$ cat config.mk
export PLATFORM = sky130hd
export DESIGN_NAME = add16_seq
export DESIGN_NICKNAME = d
export VERILOG_FILES = /design/src/rtl/add16_seq.sv
export SDC_FILE = /design/constraint.sdc
export NUM_CORES = 1
export LEC_CHECK = 0
export CORE_MARGIN = 2
export CORE_UTILIZATION = 35
export CTS_CLUSTER_SIZE = 24
export DETAILED_ROUTE_END_ITERATION = 16
export MAX_ROUTING_LAYER = met4
export PLACE_DENSITY = 0.59
export SLEW_MARGIN = 20
export SYNTH_ARGS = -nofsm -noshare
export SYNTH_HDL_FRONTEND = slang
export SYNTH_SLANG_ARGS = --single-unit
$ cat constraint.sdc
create_clock -name clk -period 3.7 [get_ports clk]
set_clock_uncertainty 0.05 [all_clocks]
set_input_delay 0.555 -clock clk [delete_from_list [all_inputs] [get_ports clk]]
set_output_delay 0.555 -clock clk [all_outputs]
set_load 0.005 [all_outputs]
$ cat src/rtl/add16_seq.sv
// Nibble-serial adder: one 4-bit ripple-carry slice reused over NIB cycles, LSB nibble first.
// The result is published on the edge that enters the one-cycle DONE state.
module add16_seq #(
    parameter int unsigned NIB = 4
) (
    input  logic             clk,
    input  logic             rst,
    input  logic             start,
    input  logic [4*NIB-1:0] a,
    input  logic [4*NIB-1:0] b,
    input  logic             cin,
    output logic             ready,
    output logic             busy,
    output logic             done,
    output logic [4*NIB-1:0] sum,
    output logic             cout
);

    localparam int unsigned W  = 4 * NIB;
    localparam int unsigned CW = (NIB > 1) ? $clog2(NIB) : 1;
    localparam logic [CW-1:0] LAST = CW'(NIB - 1);

    typedef enum logic [1:0] {
        StIdle,
        StRun,
        StDone
    } state_t;

    state_t        state_q;
    logic [W-1:0]  a_q;
    logic [W-1:0]  b_q;
    logic [W-1:0]  part_q;
    logic [CW-1:0] cnt_q;
    logic          carry_q;

    int            sh;
    logic [3:0]    nib_a;
    logic [3:0]    nib_b;
    logic [3:0]    slice_sum;
    logic [4:0]    chain;
    logic          slice_cout;
    logic [W-1:0]  part_nxt;

    // Shared 4-bit ripple slice operating on nibble cnt_q of the latched operands.
    always_comb begin
        sh        = 4 * int'(cnt_q);
        nib_a     = 4'(a_q >> sh);
        nib_b     = 4'(b_q >> sh);
        chain     = '0;
        slice_sum = '0;
        chain[0]  = carry_q;
        for (int i = 0; i < 4; i++) begin
            slice_sum[i] = nib_a[i] ^ nib_b[i] ^ chain[i];
            chain[i+1]   = (nib_a[i] & nib_b[i]) | (chain[i] & (nib_a[i] ^ nib_b[i]));
        end
        slice_cout = chain[4];
        part_nxt   = (part_q & ~(W'(4'hF) << sh)) | (W'(slice_sum) << sh);
    end

    always_ff @(posedge clk or posedge rst) begin
        if (rst) begin
            state_q <= StIdle;
            a_q     <= '0;
            b_q     <= '0;
            part_q  <= '0;
            cnt_q   <= '0;
            carry_q <= 1'b0;
            ready   <= 1'b1;
            busy    <= 1'b0;
            done    <= 1'b0;
            sum     <= '0;
            cout    <= 1'b0;
        end else begin
            case (state_q)
                StIdle, StDone: begin
                    done <= 1'b0;
                    if (start) begin
                        a_q     <= a;
                        b_q     <= b;
                        carry_q <= cin;
                        cnt_q   <= '0;
                        part_q  <= '0;
                        state_q <= StRun;
                        ready   <= 1'b0;
                        busy    <= 1'b1;
                    end else begin
                        state_q <= StIdle;
                        ready   <= 1'b1;
                        busy    <= 1'b0;
                    end
                end
                StRun: begin
                    part_q  <= part_nxt;
                    carry_q <= slice_cout;
                    if (cnt_q == LAST) begin
                        sum     <= part_nxt;
                        cout    <= slice_cout;
                        cnt_q   <= '0;
                        state_q <= StDone;
                        done    <= 1'b1;
                        ready   <= 1'b1;
                        busy    <= 1'b0;
                    end else begin
                        cnt_q <= cnt_q + 1'b1;
                    end
                end
                default: begin
                    state_q <= StIdle;
                    ready   <= 1'b1;
                    busy    <= 1'b0;
                    done    <= 1'b0;
                end
            endcase
        end
    end

endmodule

# After elaboration in Yosys (flattened, before gate mapping)
# Cells that the tools add are included.
# W data, S select, Z words.
# word_totals
ff_bits	73
elab_cells	67
out_inout_bits	20
input_bits	36
# op_classes
bitwise	23
n_reduce_logical	6
muxes	17
n_shift	4
n_addsub	1
eq_ne	5
# op_table
operator	count
$pmux W16 S2	1
$shr A16 B4 Y4	2
$and A16 B16 Y16	1
$mux W16	1
$not A16 Y16	1
$or A16 B16 Y16	1
$shl A4 B4 Y16	1
$shl A4 B4 Y16 const A	1
$and A1 B1 Y1	8
$pmux W2 S2	2
$xor A1 B1 Y1	8
$mux W1	7
$mux W2	3
$pmux W1 S2	3
$reduce_and A2 Y1	3
$eq A2 B2 Y1 const B	2
$ne A2 B2 Y1 const B	2
$or A1 B1 Y1	4
$add A2 B1 Y2 const B	1
$eq A2 B1 Y1 const B	1
$logic_not A2 Y1	1
$reduce_bool A2 Y1	1
$reduce_or A2 Y1	1

# Longest topological paths before layout
# Gate-level depths: netlist of run 1.
# depth
depth_word	12
ltp_mapped	15
ltp_nobuf	11

# Least setup slack after synthesis of run 1
# Ideal clock, no wire load.
# synth_timing
kind	register to register
from	reg cnt_q[0]
to	reg sum[3]
arrival_ns	2.823
slack_ns	0.700
path_buffers	4
stages_incl_launch_ff	16
setup_time_ns	0.128
required_ns	3.522
synth_period_minus_slack_ns	3.000
path_cell_list	dfrtp_1 > buf_6 > buf_6 > buf_6 > mux4_2 > inv_1 > fa_1 > inv_1 > fa_1 > inv_1 > fa_1 > inv_1 > fa_1 > buf_1 > a22oi_1 > o21ai_0
# synth_between
elab_chain_len	11
elab_cells_between_ends	23
classes_between	1 x eq/ne; 4 x shift; 17 x bitwise; 1 x reduce/logical
# synth_rtl
element	line	text
from (decl)	33	logic [CW-1:0] cnt_q;
from (signal assigned)	104	cnt_q <= cnt_q + 1'b1;
$shr A16 B4 Y4 (on tied branches)	47, 48	
$xor A1 B1 Y1	54	chain[i+1] = (nib_a[i] & nib_b[i]) | (chain[i] & (nib_a[i] ^ nib_b[i]));
$and A1 B1 Y1	54	
$or A1 B1 Y1	54	
$and A1 B1 Y1	54	
$or A1 B1 Y1	54	
$and A1 B1 Y1	54	
$or A1 B1 Y1	54	
$xor A1 B1 Y1	53	slice_sum[i] = nib_a[i] ^ nib_b[i] ^ chain[i];
$shl A4 B4 Y16	57	part_nxt = (part_q & ~(W'(4'hF) << sh)) | (W'(slice_sum) << sh);
$or A16 B16 Y16	57	
to (signal assigned)	96	sum <= part_nxt;
to (decl)	15	output logic [4*NIB-1:0] sum,
# Several ways; a longest one is shown, not always the timed one.
# A chain may end at the register's enable or synchronous reset.

# Worst setup path after layout of run 1
# layout_timing
from	reg cnt_q[1]
to	reg sum[7]
# The elaborated chain is that of the path after synthesis.

==> results.json, run 1 <==
{
  "whs_ps": 433.8,
  "yosysWarnings": 0,
  "dieArea_um2": 10010,
  "drv_cap": 0,
  "portBuffers": 55,
  "synthesis.nets": 291,
  "crit_type": "reg2reg",
  "comb_power_share_pct": 52.0,
  "clkPwrFrac_pct": 15.4,
  "cts_hold_buf": 0,
  "vias": 2055,
  "cp_top_family": "adder cells",
  "yosys.area.top_type": "dfrtp_1",
  "ys.flop_type": "dfrtp_1",
  "min_to": "sum[10]$_DFFE_PP0P_",
  "stdcell_area_um2": 4038,
  "clkSinkCount": 68,
  "crit_chain": "mux4_2, inv_1, fa_1, inv_1, fa_1, inv_1, fa_1, inv_1, fa_1, a21oi_1, o21ai_0",
  "antenna_found_initial": 0,
  "nNetsFinal": 344,
  "grt_pass1_vias": 2196,
  "whs_path_depth": 2,
  "hold_path_class": "reg2reg",
  "dr.pass1.iters": 4,
  "power_density_nw_per_um2": 999.1,
  "setup_violations": 0,
  "synth_common_cells": "dfrtp_1, mux2_2, nand2_1",
  "p_sw_uw": 1543,
  "r2r-end": "sum[7]$_DFFE_PP0P_",
  "drt-total-wl_mm": 6.574,
  "rsz0062_at_grt": "no",
  "hpwl_mm": 4.726,
  "hold_start": "sum[10]$_DFFE_PP0P_",
  "end_kind": "flip-flop",
  "seq_power_share_pct": 32.7,
  "postSynthAreaPerCell_um2": 13.07,
  "place_ws_ps": 599.1,
  "final_antenna_net_count": 0,
  "chipWidth_um": 100.0,
  "clock_latency_ps": 340,
  "switching_share_pct": 38.24,
  "grt_first_pass_wirelength_mm": 11.25,
  "critPathMaxStageDelay_ps": 630,
  "worst_ep_arrival_time_ps": 3290,
  "die_y_um": 100.0,
  "crit_required_ps": 3910,
  "drv_slew": 0,
  "setup_ws_ps": 616.9,
  "drtIter0Drc": 105,
  "drive_gt1_share_pct": 23.36,
  "p_leak_uw": 0.001728,
  "grt_overflow": 0,
  "synth_most_common_cell": "dfrtp_1",
  "placed_area_um2": 3837,
  "gp_congestion": 0.8070,
  "io_pins": 56,
  "post_cts_buffers": 0,
  "netlist_area_um2": 3228,
  "clk_pin_slew_ps": 70,
  "period_share_pct": 83.33,
  "critPathSlowestCell": "fa_1",
  "row_count": 35,
  "netlist_instances": 247,
  "synth.ff_latch_count": 68,
  "p_int_uw": 2491,
  "fmax_mhz": 324.4,
  "hold_viol_final": 0,
  "r2r-start": "cnt_q[1]$_DFFE_PP0P_",
  "dpl.cell_count": 400,
  "cts_resized": 0,
  "cp_max_fo": 8,
  "outcome": "finished clean",
  "cts_htree_levels": 3,
  "cts-buffers-inserted": 9,
  "avgRoutedWirePerCell_um": 15.84,
  "async_flop_share_pct": 100.0,
  "grt_util_all_layers_pct": 15.04,
  "layoutNonFillerInstCount": 415,
  "clockRootBuffer": "clkbuf_8",
  "ys_types": 39,
  "max-slew-margin-rel_pct": 50.75,
  "worst_slew_pin_slew_ps": 737.7,
  "synth_edf_count": 0,
  "timing.final.crit_period_ps": 3083,
  "tritoncts": "done",
  "clk_path_buf_depth": 2,
  "start_util_pct": 35.44,
  "rrSetupSlack_ps": 620,
  "vias_per_cell": 4.952,
  "antenna_cells": 0,
  "fin_tns_setup_ps": 0,
  "grt_max_degree": 37,
  "core_area_um2": 9109,
  "area_growth_syn_to_layout_pct": 25.08,
  "synth_top_area_share_pct": 51.94,
  "crit_buf_inv": 4,
  "ir_worst_vdd_mv": 0.5029,
  "reg2reg_depth": 11,
  "startpoint_type": "flip-flop",
  "synthTopCellsByArea": "dfrtp_1, mux2_2, mux4_2",
  "route.detailed.drc": 0,
  "ys_seq_area_share_pct": 52.75
}
-- power by group through the flow --
stage | Sequential, uW | Clock [uW] | Combinational [uW]
2_1_floorplan | 1250 | 0 | 1570
3_3_place_gp | 1340 | 0 | 2070
3_5_place_dp | 1340 | 0 | 2110
4_1_cts | 1330 | 637 | 2120
5_1_grt | 1370 | 672 | 2330
6_report | 1320 | 620 | 2100
-- layer usage --
| metal | GRT usage (%) | share of wire [%] | up-vias |
|---|---|---|---|
| li1 | - | - | 980 |
| met1 | 20.15 | 48 | 1015 |
| met2 | 22.77 | 47 | 52 |
| met3 | 3.691 | 4.2 | 8 |
| met4 | 4.742 | 1.2 | 0 |
| met5 | - | 0 | - |
-- stage by stage --
stage / utilization, % / total power, uW
floorplan: - / 2821
global placement: 42.13 / 3407
detailed placement: 42.13 / 3447
CTS: 44.33 / 4084
global route: 44.33 / 4373
finish: 44.33 / 4034
-- layout by cell type (no fill, tap or decap), types with 3 or more instances in the layout --
master,n
a21oi_1,8
a22o_1,6
a2bb2oi_1,4
buf_4,3
clkbuf_8,10
clkdlybuf4s50_1,55
dfrtp_1,67
fa_1,4
ha_1,4
inv_1,15
mux2_2,27
mux2_4,7
mux4_2,8
nand2_1,17
nand2b_1,3
nand3_1,4
nor2_1,5
nor2b_1,4
nor3_1,6
o21ai_0,12
o2bb2ai_1,6
o31ai_1,4
-- worst min-delay path, cell delays in order (launching register included) --
cell     delay [ps]
dfrtp_1         350
nand2_1          40
o21ai_0          60
-- worst max path at each step --
stage / startpoint / endpoint / slack (ps) / cells after the start
2_1_floorplan: cnt_q[0]$_DFFE_PP0P_ / sum[3]$_DFFE_PP0P_ / 700 / 15
3_3_place_gp: cnt_q[1]$_DFFE_PP0P_ / sum[3]$_DFFE_PP0P_ / 700 / 11
3_5_place_dp: cnt_q[1]$_DFFE_PP0P_ / sum[15]$_DFFE_PP0P_ / 600 / 11
4_1_cts: cnt_q[1]$_DFFE_PP0P_ / sum[7]$_DFFE_PP0P_ / 580 / 11
5_1_grt: cnt_q[1]$_DFFE_PP0P_ / sum[11]$_DFFE_PP0P_ / 380 / 11
6_report: cnt_q[1]$_DFFE_PP0P_ / sum[7]$_DFFE_PP0P_ / 620 / 11
-- area by class of cell --
cell class,count,area (um^2)
clock buffers,10,137.6
clock inverters,5,62.56
fillers,870,5071
inverters,16,60.06
multi-input cells,145,1323
flip-flops and latches,68,1703
well taps,111,138.9
repair buffers,60,613.1
-- sequential cells by signal, indices dropped and copies added (netlist names) --
name,count
a_q,16
b_q,16
done,1
carry_q,1
part_q,12
sum,16
busy,1
cnt_q,2
ready,1
cout,1
state_q,1
-- kinds of logic (layout without fill, tap and decap cells) --
group                    count (synthesis)  after routing  synth area share (%)
multiplexers                            43             43                 18.57
flip-flops                              68             68                 52.75
buffers and inverters                   34             91                 6.279
adder cells (fa/ha/maj)                  8              8                 4.031
AO/OA/AOI/OAI                           50             50                 11.01
AND/OR/NAND/NOR                         44             44                 7.365
(Power assumes the default switching activity.)
==> run 2, diff against run 1 <==
==> constraint.sdc (replaced) <==
create_clock -name clk -period 3 [get_ports clk]
set_clock_uncertainty 0.05 [all_clocks]
set_input_delay 0.45 -clock clk [delete_from_list [all_inputs] [get_ports clk]]
set_output_delay 0.45 -clock clk [all_outputs]
set_load 0.005 [all_outputs]
==> results.json, run 2 (synthesized netlist as in run 1, its figures left out) <==
{
  "reg_top3": "a_q (16), b_q (16), sum (16)",
  "crit_chain": "buf_4, mux4_2, fa_1, inv_1, fa_1, inv_2, fa_2, nand3_1, o21ai_1",
  "clockRootBuffer": "clkbuf_8",
  "antenna_found_initial": 0,
  "multi_input_area_um2": 1338,
  "drv_cap": 0,
  "drtIter0Drc": 47,
  "ir_worst_vdd_mv": 0.5714,
  "io_pins": 56,
  "layoutNonFillerInstCount": 421,
  "startpoint_type": "flip-flop",
  "comb_power_share_pct": 52.8,
  "grt_max_degree": 69,
  "worst_slew_pin_slew_ps": 414.2,
  "n_fill_cell": 839,
  "seq_power_share_pct": 31.2,
  "dieArea_um2": 10010,
  "worst_ep_arrival_time_ps": 3080,
  "area_growth_syn_to_layout_pct": 27.33,
  "cp_common_cell": "fa_1",
  "dr.pass1.iters": 6,
  "clk_pin_slew_ps": 70,
  "cts_htree_levels": 3,
  "utilization_pct": 45.12,
  "cp_top_family": "adder cells",
  "vias_per_cell": 4.860,
  "cts_hold_buf": 0,
  "clkSinkCount": 68,
  "chipWidth_um": 100.0,
  "avgRoutedWirePerCell_um": 15.93,
  "cts-buffers-inserted": 9,
  "mostFrequentLayoutCells": "dfrtp_1, clkdlybuf4s50_1, mux2_2",
  "switching_share_pct": 37.52,
  "crit_type": "reg2reg",
  "period_share_pct": 95.37,
  "cp_max_fo": 10,
  "layout_commonest_cell": "dfrtp_1",
  "clock_latency_ps": 340,
  "outcome": "finished clean",
  "die_y_um": 100.0,
  "grt_first_pass_wirelength_mm": 11.31,
  "clkPwrFrac_pct": 16.0,
  "tritoncts": "done",
  "regArea_um2": 1703,
  "place_ws_ps": 106.2,
  "hpwl_mm": 4.791,
  "dpl.cell_count": 403,
  "p_sw_uw": 1950,
  "crit_buf_inv": 3,
  "hold_viol_final": 0,
  "grt_pass1_vias": 2244,
  "end_kind": "flip-flop",
  "max-slew-margin-rel_pct": 72.39,
  "drive_gt1_share_pct": 26.13,
  "fin_tns_setup_ps": 0,
  "timing.final.crit_period_ps": 2861,
  "antenna_cells": 0,
  "vias": 2046,
  "setup_violations": 0,
  "drv_slew": 0,
  "portBuffers": 55,
  "clk_path_buf_depth": 2,
  "nNetsFinal": 349,
  "crit_required_ps": 3220,
  "p_int_uw": 3247,
  "fmax_mhz": 349.5,
  "critPathMaxStageDelay_ps": 640,
  "grt_util_all_layers_pct": 15.17,
  "drt-total-wl_mm": 6.708,
  "core_area_um2": 9109,
  "hold_path_class": "reg2reg",
  "final_antenna_net_count": 0,
  "row_count": 35,
  "route.detailed.drc": 0,
  "gp_congestion": 0.8395,
  "rrSetupSlack_ps": 140,
  "grt_overflow": 0,
  "p_leak_uw": 0.001771,
  "power_density_nw_per_um2": 1264,
  "setup_ws_ps": 138.8,
  "start_util_pct": 35.44,
  "critPathSlowestCell": "fa_2"
}
run 2: cell types whose count changed in the layout (fill, tap and decap cells not counted), sizes merged:
| cell | change |
|---|---|
| bufinv | +1 |
| buf | +5 |
| clkinvlp | -2 |
| clkbuf | +1 |
| clkinv | +1 |
run 2: worst paths after layout:
path / cells after the start / from / endpoint
setup reg to reg: 9 / cnt_q[1]$_DFFE_PP0P_ / sum[15]$_DFFE_PP0P_
hold reg to reg: 2 / sum[1]$_DFFE_PP0P_ / sum[1]$_DFFE_PP0P_
max in group asynchronous: 3 / rst / ready$_DFFE_PP1P_
hold / removal: 2 / sum[1]$_DFFE_PP0P_ / sum[1]$_DFFE_PP0P_
setup / recovery: 9 / cnt_q[1]$_DFFE_PP0P_ / sum[15]$_DFFE_PP0P_
min in group asynchronous: 3 / rst / part_q[5]$_DFFE_PP0P_
run 2: power by group through the flow:
stage / Combinational, uW / Clock [uW] / Sequential (uW)
after floorplan: 1950 / 0 / 1540
after global placement: 2610 / 0 / 1640
after detailed placement: 2650 / 0 / 1650
after CTS: 2650 / 851 / 1630
after global routing: 3050 / 888 / 1690
final: 2740 / 831 / 1620
run 2: area by class of cell:
type | instances | area share [%]
clock inverter | 5 | 1.826
timing repair buffer | 65 | 15.92
sequential | 68 | 41.43
clock buffer | 11 | 3.440
tap | 111 | 3.379
multi-input combinational | 145 | 32.54
inverter | 16 | 1.461
run 2: repair_timing:
item,4_1_cts,5_1_grt
buffers inserted,0,2
setup endpoints to repair,0,7
gates resized for setup,0,10
run 2: routing by layer:
metal	vias up	GRT usage, %	share of wire, %
met3	7	3.969	4.1
met1	1002	19.85	47
met4	0	4.426	0.95
met2	46	23.44	47
met5	-	-	0
li1	991	-	-
run 2: worst reg2reg max path, delay by kind of cell (launching register included):
| family | cells | cell delay [ps] |
|---|---|---|
| fa+ha+maj | 3 | 1240 |
| mux | 1 | 550 |
| flops | 1 | 410 |
| buf+inv | 3 | 340 |
| compound gates | 1 | 110 |
| simple gates | 1 | 100 |
run 2: metrics by stage:
stage	power (uW)	hold slack, ps	instance area [um^2]
global route	5619	454.2	4110
CTS	5133	440.7	4076
finish	5197	428.5	4110
floorplan	3490	406.4	3229
global placement	4248	412.6	3860
detailed placement	4297	423.6	3860
